`src/rtl/vga_pixel_scan_gen.sv`:
```
// VGA raster scanner: pixel coordinates, sync, visible flag and frame markers.
// Define VGA_SYNC_ALIGN_EN to delay hsync/vsync/visible by DRAW_LATENCY pixel enables.
module vga_pixel_scan_gen #(
  parameter int unsigned H_ACTIVE     = 640,
  parameter int unsigned H_FP         = 16,
  parameter int unsigned H_SYNC       = 96,
  parameter int unsigned H_BP         = 48,
  parameter int unsigned V_ACTIVE     = 480,
  parameter int unsigned V_FP         = 10,
  parameter int unsigned V_SYNC       = 2,
  parameter int unsigned V_BP         = 33,
  parameter bit          SYNC_POL     = 1'b0,
  parameter int unsigned DRAW_LATENCY = 1
) (
  input  logic        clk,
  input  logic        reset,
  input  logic        pixelCE,
  output logic [10:0] pixelX,
  output logic [10:0] pixelY,
  output logic        visible,
  output logic        hsync,
  output logic        vsync,
  output logic        startOfFrame,
  output logic [7:0]  frameCount
);

  localparam logic [10:0] HFpStart   = 11'(H_ACTIVE);
  localparam logic [10:0] HSyncStart = 11'(H_ACTIVE + H_FP);
  localparam logic [10:0] HBpStart   = 11'(H_ACTIVE + H_FP + H_SYNC);
  localparam logic [10:0] HLast      = 11'(H_ACTIVE + H_FP + H_SYNC + H_BP - 1);
  localparam logic [10:0] VFpStart   = 11'(V_ACTIVE);
  localparam logic [10:0] VSyncStart = 11'(V_ACTIVE + V_FP);
  localparam logic [10:0] VBpStart   = 11'(V_ACTIVE + V_FP + V_SYNC);
  localparam logic [10:0] VLast      = 11'(V_ACTIVE + V_FP + V_SYNC + V_BP - 1);

  typedef enum logic [1:0] {StAct, StFp, StSync, StBp} phase_e;

  phase_e      h_q, h_d, v_q, v_d;
  logic [10:0] x_q, x_d, y_q, y_d;
  logic [7:0]  fc_q, fc_d;
  logic        sof_q, sof_d;
  logic        hs_q, vs_q, vis_q;
  logic        line_end, frame_end;

  always_comb begin
    line_end  = (x_q == HLast);
    frame_end = line_end && (y_q == VLast);
    x_d   = x_q;
    y_d   = y_q;
    h_d   = h_q;
    v_d   = v_q;
    fc_d  = fc_q;
    sof_d = 1'b0;
    if (pixelCE) begin
      x_d = line_end ? 11'd0 : x_q + 11'd1;
      if (line_end) y_d = (y_q == VLast) ? 11'd0 : y_q + 11'd1;
      if (frame_end) begin
        sof_d = 1'b1;
        fc_d  = fc_q + 8'd1;
      end
      // Phase transitions look at the next count so sync/visible line up with it.
      case (h_q)
        StAct:  if (x_d == HFpStart)   h_d = StFp;
        StFp:   if (x_d == HSyncStart) h_d = StSync;
        StSync: if (x_d == HBpStart)   h_d = StBp;
        StBp:   if (x_d == 11'd0)      h_d = StAct;
      endcase
      if (line_end) begin
        case (v_q)
          StAct:  if (y_d == VFpStart)   v_d = StFp;
          StFp:   if (y_d == VSyncStart) v_d = StSync;
          StSync: if (y_d == VBpStart)   v_d = StBp;
          StBp:   if (y_d == 11'd0)      v_d = StAct;
        endcase
      end
    end
  end

  always_ff @(posedge clk) begin
    if (reset) begin
      x_q   <= '0;
      y_q   <= '0;
      h_q   <= StAct;
      v_q   <= StAct;
      fc_q  <= '0;
      sof_q <= 1'b0;
      hs_q  <= ~SYNC_POL;
      vs_q  <= ~SYNC_POL;
      vis_q <= 1'b1;
    end else begin
      x_q   <= x_d;
      y_q   <= y_d;
      h_q   <= h_d;
      v_q   <= v_d;
      fc_q  <= fc_d;
      sof_q <= sof_d;
      hs_q  <= (h_d == StSync) ? SYNC_POL : ~SYNC_POL;
      vs_q  <= (v_d == StSync) ? SYNC_POL : ~SYNC_POL;
      vis_q <= (h_d == StAct) && (v_d == StAct);
    end
  end

  always_ff @(posedge clk) begin
    assert (DRAW_LATENCY inside {[1:4]});
  end

  assign pixelX       = x_q;
  assign pixelY       = y_q;
  assign startOfFrame = sof_q;
  assign frameCount   = fc_q;

`ifdef VGA_SYNC_ALIGN_EN
  logic [DRAW_LATENCY-1:0] hs_pipe_q, vs_pipe_q, vis_pipe_q;

  always_ff @(posedge clk) begin
    if (reset) begin
      hs_pipe_q  <= {DRAW_LATENCY{~SYNC_POL}};
      vs_pipe_q  <= {DRAW_LATENCY{~SYNC_POL}};
      vis_pipe_q <= {DRAW_LATENCY{1'b1}};
    end else if (pixelCE) begin
      hs_pipe_q[0]  <= hs_q;
      vs_pipe_q[0]  <= vs_q;
      vis_pipe_q[0] <= vis_q;
      for (int i = 1; i < int'(DRAW_LATENCY); i++) begin
        hs_pipe_q[i]  <= hs_pipe_q[i-1];
        vs_pipe_q[i]  <= vs_pipe_q[i-1];
        vis_pipe_q[i] <= vis_pipe_q[i-1];
      end
    end
  end

  assign hsync   = hs_pipe_q[DRAW_LATENCY-1];
  assign vsync   = vs_pipe_q[DRAW_LATENCY-1];
  assign visible = vis_pipe_q[DRAW_LATENCY-1];
`else
  assign hsync   = hs_q;
  assign vsync   = vs_q;
  assign visible = vis_q;
`endif

endmodule

```
`config.mk`:
```
export PLATFORM = sky130hd
export DESIGN_NAME = vga_pixel_scan_gen
export DESIGN_NICKNAME = d
export VERILOG_FILES = /design/src/rtl/vga_pixel_scan_gen.sv
export SDC_FILE = /design/constraint.sdc
export NUM_CORES = 1
export LEC_CHECK = 0
export BUFFER_PORTS_ARGS = -buffer_cell sky130_fd_sc_hd__buf_2
export CAP_MARGIN = 25
export CORE_MARGIN = 2
export CORE_UTILIZATION = 56
export DETAILED_ROUTE_END_ITERATION = 10
export PLACE_DENSITY = 0.81
export RECOVER_POWER = 100
export SETUP_SLACK_MARGIN = 0.15
export SYNTH_ARGS = -nofsm -noshare
export SYNTH_HDL_FRONTEND = slang
export SYNTH_SLANG_ARGS = --single-unit
```
`constraint.sdc`:
```
create_clock -name clk -period 4.4 [get_ports clk]
set_input_delay 0.88 -clock clk [delete_from_list [all_inputs] [get_ports clk]]
set_output_delay 0.88 -clock clk [all_outputs]
set_load 0.05 [all_outputs]
```
# Yosys cells after proc, flatten, opt, wreduce, memory -nomap -nowiden
# Cells that the tools add are included.
[word_totals] ff_bits=38 in_bits=3 output_inout_bits=34 word_cells=59
[classes] n_addsub=3 eq_ne=16 muxes=20 bitwise=1 n_reduce_logical=10
[ops] cell="== test 11 x 10 -> 1 bit (second input constant)" count=5
[ops] cell="2-to-1 mux 11 bit" count=4
[ops] cell="== test 11 x 9 -> 1 bit (second input constant)" count=3
[ops] cell="adder 11 x 1 -> 11 bit (second input constant)" count=2
[ops] cell="logical NOT 11 bit" count=2
[ops] cell="2-to-1 mux 2 bit" count=11
[ops] cell="one-hot mux 2 bit (4 select lines)" count=2
[ops] cell="== test 2 bit (second input constant)" count=6
[ops] cell="adder 8 x 1 -> 8 bit (second input constant)" count=1
[ops] cell="logical NOT 2 bit" count=4
[ops] cell="== test 2 x 1 -> 1 bit (second input constant)" count=2
[ops] cell="2-to-1 mux 1 bit" count=3
[ops] cell="logical AND 1 bit" count=2
[ops] cell="AND reduction 2 bit" count=1
[ops] cell="OR reduction 2 bit" count=1
[ops] cell="NOT 1 bit" count=1

# Depth between registers and ports, before layout
# Gate-level depths: netlist of run 1.
[depth] word_depth=11 mapped_depth=11 mapped_depth_nobuf=9

# Least setup slack after synthesis of run 1
# OpenSTA, ideal clock, no wires.
[synth_timing] path_type="register to register" from="register x_q[0], in the netlist pixelX[0]" to="register vs_q, in the netlist vsync" setup_ps=121 arrival_time_ps=3379 required_time_ps=4279 path_slack_ps=900 stages_incl_launch_ff=9 n_path_buf=0 synth_period_minus_slack_ps=3500 cell_sequence="dfxtp_1 > ha_1 > nand4_1 > or3_1 > o41ai_2 > nand3_1 > or4_4 > or4_4 > a2bb2oi_1"
[synth_via] elab_chain_cells=10 elab_cells_between_ends=16 classes_between="5 x eq/ne; 10 x mux; 1 x reduce/logical"
[synth_rtl] item="start: declaration" line="39" text="logic [10:0] x_q, x_d, y_q, y_d;"
[synth_rtl] item="start signal: assignment" line="81" text="x_q <= '0;"
[synth_rtl] item="start signal: assignment" line="91" text="x_q <= x_d;"
[synth_rtl] item="== test 11 x 10 -> 1 bit (*)" line="46" text="line_end = (x_q == HLast);"
[synth_rtl] item="2-to-1 mux 11 bit" line="56" text="if (line_end) y_d = (y_q == VLast) ? 11'd0 : y_q + 11'd1;"
[synth_rtl] item="2-to-1 mux 11 bit" line="54" text="if (pixelCE) begin"
[synth_rtl] item="== test 11 x 9 -> 1 bit, or another cell as far along" line="72" text="StSync: if (y_d == VBpStart) v_d = StBp;"
[synth_rtl] item="2-to-1 mux 2 bit (on tied branches)"
[synth_rtl] item="one-hot mux 2 bit (4 select lines)" line="69" text="case (v_q)"
[synth_rtl] item="2-to-1 mux 2 bit (*)" line="68" text="if (line_end) begin"
[synth_rtl] item="2-to-1 mux 2 bit (*)" line="54"
[synth_rtl] item="== test 2 bit (*)" line="98" text="vs_q <= (v_d == StSync) ? SYNC_POL : ~SYNC_POL;"
[synth_rtl] item="2-to-1 mux 1 bit (*)" line="98"
[synth_rtl] item="end signal: assignment" line="88" text="vs_q <= ~SYNC_POL;"
[synth_rtl] item="end signal: assignment" line="98"
[synth_rtl] item="end: declaration" line="42" text="logic hs_q, vs_q, vis_q;"
# Every way passes the cells marked *; elsewhere a longest branch is shown, timed or not. The select of a mux whose other input is x is not followed.
# A chain may end at the register's enable or synchronous reset.

# Final worst setup path of run 1
# Same ends and word-level chain as after synthesis.

==> impl_results.md, run 1 <==
* Worst-path maximum fanout at 11
* Cell variety after synth at 48
* Detail-routed net length per standard cell at 15.1 µm
* Setup clock skew after layout at 9.31 ps
* Number of buffers added on ports at 36
* CTS resizes at 0
* Vertical die dimension at 68.7 µm
* Initial core utilization at 0.585
* Hold Path Stages at 2
* Finish-stage setup viols at 0
* Required time worst endpoint at 4590 ps
* Fill cell count at 377
* Clock tree root driver cell: sky130_fd_sc_hd__clkbuf_8
* Max incr delay on CP at 640 ps
* Cell chain of the critical path: ha_1 -> nand4_1 -> or3_1 -> o41ai_1 -> nand3_1 -> or4_1 -> or4_1 -> a2bb2oi_1
* Buffers from clock root to sink, at most at 2
* VDD IR max at 0.212 mV
* Share of the yosys chip area belonging to registers at 0.325
* Global Route Usage Sum at 0.263
* Number of buffers inserted by post-CTS setup repair at 0
* Mean instance size in the synthesized netlist at 7.63 µm²
* Number of enable flip-flop cells after synthesis at 0
* Standard cell with the maximum stage delay on the critical path: sky130_fd_sc_hd__or3_1
* Routed WL at 5690 µm
* Most frequent cell on the critical path: sky130_fd_sc_hd__or4_1
* Number of global-route vias before repair at 1935
* DRC at 0
* Critical path capture point type: flip-flop
* Total iterations of the first detailed-routing run at 5
* Cell row count at 23
* Relative slew margins at -0.0732
* Final Hold Violating Endpoints at 0
* Worst reg-to-reg path cell count at 8
* Most frequently used flop master after synthesis: sky130_fd_sc_hd__dfxtp_1
* Run status: finished with violations
* F_max at 270 MHz
* Clock-pin slew of the registers on the worst-case setup and hold paths at 80 ps
* Synth-to-layout area growth at 9.25%
* Number of antenna violations at the first check in global routing at 0
* Syn Std Cell Area at 2340 µm²
* Maximum number of pins on one net before global-route repair at 38
* Cell family with the largest share of critical-path delay: simple AND/OR/NAND/NOR gates
* Worst slack at placement at 854 ps
* Setup tns final at 0 ps
* Path length in cells of the critical path at 8
* Final period utilization at 0.840
* First-pass GRT wire length at 9380 µm
* Number of standard cells after synthesis at 307
* Share of async-settable or async-resettable flops after synthesis at 0
* Type of the setup path with the least slack: flip-flop to flip-flop
* Net count after synthesis at 314
* Overflow left after global routing at 0
* Violated checks: capacitance limit, slew limit
* Final Max Slew Viols at 38
* Die width at 68.7 µm
* Tightest Pin Transition at 1610 ps
* Clock buffer count from CTS at 5
* Proportion of layout cells with a drive suffix above 1 at 0.0399
* Die area at 4710 µm²
* Worst-Skew Late Latency at 300 ps
* Total via count in the routed design at 2315
* Category of the worst setup path launch point: flip-flop
* Type of the most critical hold path: flip-flop to flip-flop
* Unrepaired setup endpoints after global routing: false
* Post-synthesis register bit count at 38
* Core Box Area at 4000 µm²
* Final Net Count at 332
* Static Leak at 0.811 nW
* Worst path bufs/invs at 0
* Num ports at 37
* Number of DRC markers after the initial detailed-route iteration at 306
* H-tree levels at 2
* Diodes inserted at 0
* Global placement routability congestion at 1.01
* Total number of yosys warnings at 0
* Routed via count divided by cell count at 6.16
* TritonCTS clock tree: done
* MaxCap Viol Count at 1
* Half-perimeter wire length after placement at 3890 µm
* Setup slack after layout at 703 ps
* Count of clock tree sinks at 38
* Power per standard cell area at 286 nW/µm²
* Cts-stage hold buffer count at 0
* Most common cell after layout, fill and taps aside: sky130_fd_sc_hd__dfxtp_1
* Post-detailed-route count of antenna-violating nets at 0
* Commonest non-fill, non-tap cells in the layout: sky130_fd_sc_hd__dfxtp_1, sky130_fd_sc_hd__clkbuf_1, sky130_fd_sc_hd__nor2_1, sky130_fd_sc_hd__nand2_1, sky130_fd_sc_hd__a21oi_1
* Worst Path Arrival at 3890 ps
* Final min period at 3700 ps
worst paths after layout:
check / from / endpoint / slack [ps]
setup reg to reg: pixelX[0]$_SDFFE_PP0P_ / vsync$_SDFF_PP1_ / 700
hold reg to reg: frameCount[6]$_SDFFE_PP0P_ / frameCount[6]$_SDFFE_PP0P_ / 550
hold / removal: frameCount[6]$_SDFFE_PP0P_ / frameCount[6]$_SDFFE_PP0P_ / 550
setup / recovery: pixelX[0]$_SDFFE_PP0P_ / vsync$_SDFF_PP1_ / 700
logic make-up after synthesis:
family          count (synthesis)  share of synthesized area
simple gates                  142                      0.313
compound gates                 60                      0.173
buf+inv                        35                     0.0609
fa+ha+maj                       4                     0.0214
mux                             3                     0.0128
xor+xnor                       25                     0.0935
flops                          38                      0.325
worst register-to-register path, delay by kind of cell (launching register included):
kind                     cells  cell delay, ps
adder cells (fa/ha/maj)      1             300
flip-flops                   1             460
AO/OA/AOI/OAI                2             550
AND/OR/NAND/NOR              5            2280
through the flow:
step	utilization	cells	power, mW	hold slack, ps	instance area (µm²)
finish	0.639	376	0.731	549	2560
global route	0.639	376	0.754	589	2560
CTS	0.655	376	0.738	549	2620
detailed placement	0.621	368	0.383	531	2480
global placement	0.621	368	0.382	490	2480
floorplan	-	307	0.377	491	2340
area by class of cell:
class	instances	area, µm²	share of cell area
Multi-Input combinational cell	234	1420	0.556
Sequential cell	38	761	0.297
Timing Repair Buffer	37	140	0.0548
Clock buffer	5	68.8	0.0269
Clock inverter	3	68.8	0.0269
Tap cell	50	62.6	0.0245
Inverter	9	33.8	0.0132
routing by layer:
metal  track usage  wire [µm]  vias up
li1              -          -     1144
met1         0.359       2580     1052
met2         0.398       2550      100
met3        0.0519        381       19
met4         0.123        178        0
met5             0          0        -
synth_stat cells (7+ instances only):
library cell               number  area share
sky130_fd_sc_hd__xor2_1        14       0.052
sky130_fd_sc_hd__and3_1         7       0.019
sky130_fd_sc_hd__a21oi_1       19       0.041
sky130_fd_sc_hd__nand4_1       12       0.032
sky130_fd_sc_hd__nor3_1        13       0.028
sky130_fd_sc_hd__nor2_1        34       0.055
sky130_fd_sc_hd__dfxtp_1       38        0.32
sky130_fd_sc_hd__nand3_1       18       0.038
sky130_fd_sc_hd__nand2_1       26       0.042
sky130_fd_sc_hd__xnor2_1       11       0.041
sky130_fd_sc_hd__clkbuf_1      22       0.035
sky130_fd_sc_hd__o21ai_0        9       0.019
sky130_fd_sc_hd__inv_1          9       0.014
sequential cells by signal (all words and copies together), names as in the netlist:
register	count
h_q	2
pixelX	11
visible	1
vsync	1
v_q	2
hsync	1
startOfFrame	1
pixelY	11
frameCount	8
report_power, final:
part / leakage [nW] / switching, mW / internal, mW
Clock: 0.0683 / 0.129 / 0.227
Combinational: 0.436 / 0.0200 / 0.00492
Sequential: 0.307 / 0.00426 / 0.346
(Power assumes the default switching activity.)
==> run 2, diff against run 1 <==
--- a/config.mk
+++ b/config.mk
@@ -8,9 +8,9 @@
 export BUFFER_PORTS_ARGS = -buffer_cell sky130_fd_sc_hd__buf_2
 export CAP_MARGIN = 25
 export CORE_MARGIN = 2
-export CORE_UTILIZATION = 56
+export CORE_UTILIZATION = 51
 export DETAILED_ROUTE_END_ITERATION = 10
-export PLACE_DENSITY = 0.81
+export PLACE_DENSITY = 0.78
 export RECOVER_POWER = 100
 export SETUP_SLACK_MARGIN = 0.15
 export SYNTH_ARGS = -nofsm -noshare
==> constraint.sdc (replaced) <==
create_clock -name clk -period 3.2 [get_ports clk]
set_input_delay 0.64 -clock clk [delete_from_list [all_inputs] [get_ports clk]]
set_output_delay 0.64 -clock clk [all_outputs]
set_load 0.05 [all_outputs]
==> run 2 against run 1 <==
- the run still ends with capacitance limit, slew limit left
- non-clock buffer count is 14 higher
- critical path depth is 1 lower
- cell count is 4.3% higher
- clock power is 30% higher
- combinational power is 46% higher
- highest routed layer unchanged
- global-route usage is 1.4 points lower
- core utilization is 2.1 points lower
- hold slack worse by 29 ps
==> impl_results.md, run 2 (synthesis results as in run 1) <==
* Critical path capture point type: flip-flop (unchanged)
* Num ports at 37 (unchanged)
* Number of global-route vias before repair at 2142 (was 1935)
* Vertical die dimension at 71.8 µm (was 68.7 µm)
* H-tree levels at 2 (unchanged)
* Die width at 71.8 µm (was 68.7 µm)
* Final min period at 3050 ps (was 3700 ps)
* Synth-to-layout area growth at 15.8% (was 9.25%)
* Setup slack after layout at 149 ps (was 703 ps)
* Worst Path Arrival at 3230 ps (was 3890 ps)
* Clock tree root driver cell: sky130_fd_sc_hd__clkbuf_8 (unchanged)
* Number of buffers added on ports at 36 (unchanged)
* Tightest Pin Transition at 1710 ps (was 1610 ps)
* TritonCTS clock tree: done (unchanged)
* Total iterations of the first detailed-routing run at 4 (was 5)
* Number of buffers inserted by post-CTS setup repair at 0 (unchanged)
* Die area at 5150 µm² (was 4710 µm²)
* Diodes inserted at 0 (unchanged)
* First-pass GRT wire length at 10300 µm (was 9380 µm)
* Core Box Area at 4380 µm² (was 4000 µm²)
* Required time worst endpoint at 3380 ps (was 4590 ps)
* Setup clock skew after layout at 7.19 ps (was 9.31 ps)
* Final Hold Violating Endpoints at 0 (unchanged)
* Overflow left after global routing at 0 (unchanged)
* Violated checks: capacitance limit, slew limit (unchanged)
* DRC at 0 (unchanged)
* MaxCap Viol Count at 1 (unchanged)
* Cell row count at 24 (was 23)
* Most common cell after layout, fill and taps aside: sky130_fd_sc_hd__clkbuf_1 (was sky130_fd_sc_hd__dfxtp_1)
* Power per standard cell area at 360 nW/µm² (was 286 nW/µm²)
* Static Leak at 0.870 nW (was 0.811 nW)
* Total via count in the routed design at 2388 (was 2315)
* Global placement routability congestion at 0.920 (was 1.01)
* Worst-Skew Late Latency at 300 ps (about the same)
* Global Route Usage Sum at 0.249 (was 0.263)
* Category of the worst setup path launch point: flip-flop (unchanged)
* Worst slack at placement at 160 ps (was 854 ps)
* Worst-path maximum fanout at 8 (was 11)
* Type of the setup path with the least slack: flip-flop to flip-flop (unchanged)
* Clock buffer count from CTS at 5 (unchanged)
* Final non-filler cell area at 2710 µm² (was 2560 µm²)
* Routed via count divided by cell count at 6.09 (was 6.16)
* Number of DRC markers after the initial detailed-route iteration at 350 (was 306)
* Maximum number of pins on one net before global-route repair at 38 (unchanged)
* Flop2flop setup slack at 150 ps (was 700 ps)
* DP Area at 2630 µm² (was 2480 µm²)
* Initial core utilization at 0.534 (was 0.585)
* Hold slack final at 520 ps (was 549 ps)
* Final period utilization at 0.953 (was 0.840)
* Unrepaired setup endpoints after global routing: true (was false)
* Commonest non-fill, non-tap cells in the layout: sky130_fd_sc_hd__clkbuf_1, sky130_fd_sc_hd__nor2_1, sky130_fd_sc_hd__dfxtp_1, sky130_fd_sc_hd__nand2_1, sky130_fd_sc_hd__a21oi_1 (was sky130_fd_sc_hd__dfxtp_1, sky130_fd_sc_hd__clkbuf_1, sky130_fd_sc_hd__nor2_1, sky130_fd_sc_hd__nand2_1, sky130_fd_sc_hd__a21oi_1)
* Number of antenna violations at the first check in global routing at 0 (unchanged)
* Type of the most critical hold path: flip-flop to flip-flop (unchanged)
* Final Net Count at 346 (was 332)
* VDD IR max at 0.189 mV (was 0.212 mV)
* Detail-routed net length per standard cell at 15.3 µm (was 15.1 µm)
* Routed WL at 5980 µm (was 5690 µm)
* Run status: finished with violations (unchanged)
* Post-detailed-route count of antenna-violating nets at 0 (unchanged)
* Clock-pin slew of the registers on the worst-case setup and hold paths at 80 ps (about the same)
* Buffers from clock root to sink, at most at 2 (unchanged)
* Setup tns final at 0 ps (unchanged)
* Count of clock tree sinks at 38 (unchanged)
* Final Max Slew Viols at 38 (unchanged)
* Finish-stage setup viols at 0 (unchanged)
* Half-perimeter wire length after placement at 4200 µm (was 3890 µm)
* Proportion of layout cells with a drive suffix above 1 at 0.121 (was 0.0399)
* F_max at 328 MHz (was 270 MHz)
* Relative slew margins at -0.142 (was -0.0732)
==> run 2: cell count changes in the layout (fill, tap and decap cells not counted), moves of 3 or more <==
cell and change:
sky130_fd_sc_hd__or4_1 -3, sky130_fd_sc_hd__dfxtp_1 -11, sky130_fd_sc_hd__dfxtp_2 +7, sky130_fd_sc_hd__or4_4 +3, sky130_fd_sc_hd__clkbuf_1 +5, sky130_fd_sc_hd__dfxtp_4 +4
sky130_fd_sc_hd__buf_4 +9
==> run 2: metrics by stage <==
step	utilization	power (mW)	cells
floorplan	-	0.517	307
global placement	0.600	0.526	384
detailed placement	0.600	0.527	384
CTS	0.632	0.985	392
global route	0.618	1.01	392
finish	0.618	0.977	392
==> run 2: metal layers <==
| layer | global-route usage | vias up | wire (µm) |
|---|---|---|---|
| met2 | 0.400 | 81 | 2890 |
| met5 | 0 | - | 0 |
| li1 | - | 1168 | - |
| met3 | 0.0633 | 11 | 416 |
| met4 | 0.0734 | 0 | 108 |
| met1 | 0.331 | 1128 | 2570 |
==> run 2: final cells by class <==
class,instances,area (µm²)
Fill cell,414,1670
Multi-Input combinational cell,234,1470
Sequential cell,38,785
Timing Repair Buffer,51,226
Clock buffer,6,93.8
Tap cell,52,65.1
Clock inverter,2,38.8
Inverter,9,33.8
==> run 2: what timing repair did <==
action / CTS / global route
hold buffers: 0 / 0
gates resized for setup: 1 / 3
endpoints found under the setup margin: 1 / 4
pin swaps: 0 / 1
==> run 2: final timing paths <==
kind | from | endpoint | cells past startpoint
setup / recovery | pixelX[6]$_SDFFE_PP0P_ | vsync$_SDFF_PP1_ | 7
hold / removal | frameCount[7]$_SDFFE_PP0P_ | frameCount[7]$_SDFFE_PP0P_ | 2
setup reg to reg | pixelX[6]$_SDFFE_PP0P_ | vsync$_SDFF_PP1_ | 7
hold reg to reg | frameCount[7]$_SDFFE_PP0P_ | frameCount[7]$_SDFFE_PP0P_ | 2
==> run 2: critical path, cell delays in order, from the launching register on <==
cell,delay [ps]
sky130_fd_sc_hd__dfxtp_4,380
sky130_fd_sc_hd__or4_1,550
sky130_fd_sc_hd__or3_4,400
sky130_fd_sc_hd__o41ai_2,340
sky130_fd_sc_hd__nand3_1,140
sky130_fd_sc_hd__or4_4,450
sky130_fd_sc_hd__or4_4,540
sky130_fd_sc_hd__a2bb2oi_1,140
==> run 2: where the power goes <==
group	switching [mW]	internal [mW]
sequential	0.00529	0.473
clock	0.181	0.281
combinational	0.0287	0.00764
total	0.215	0.762
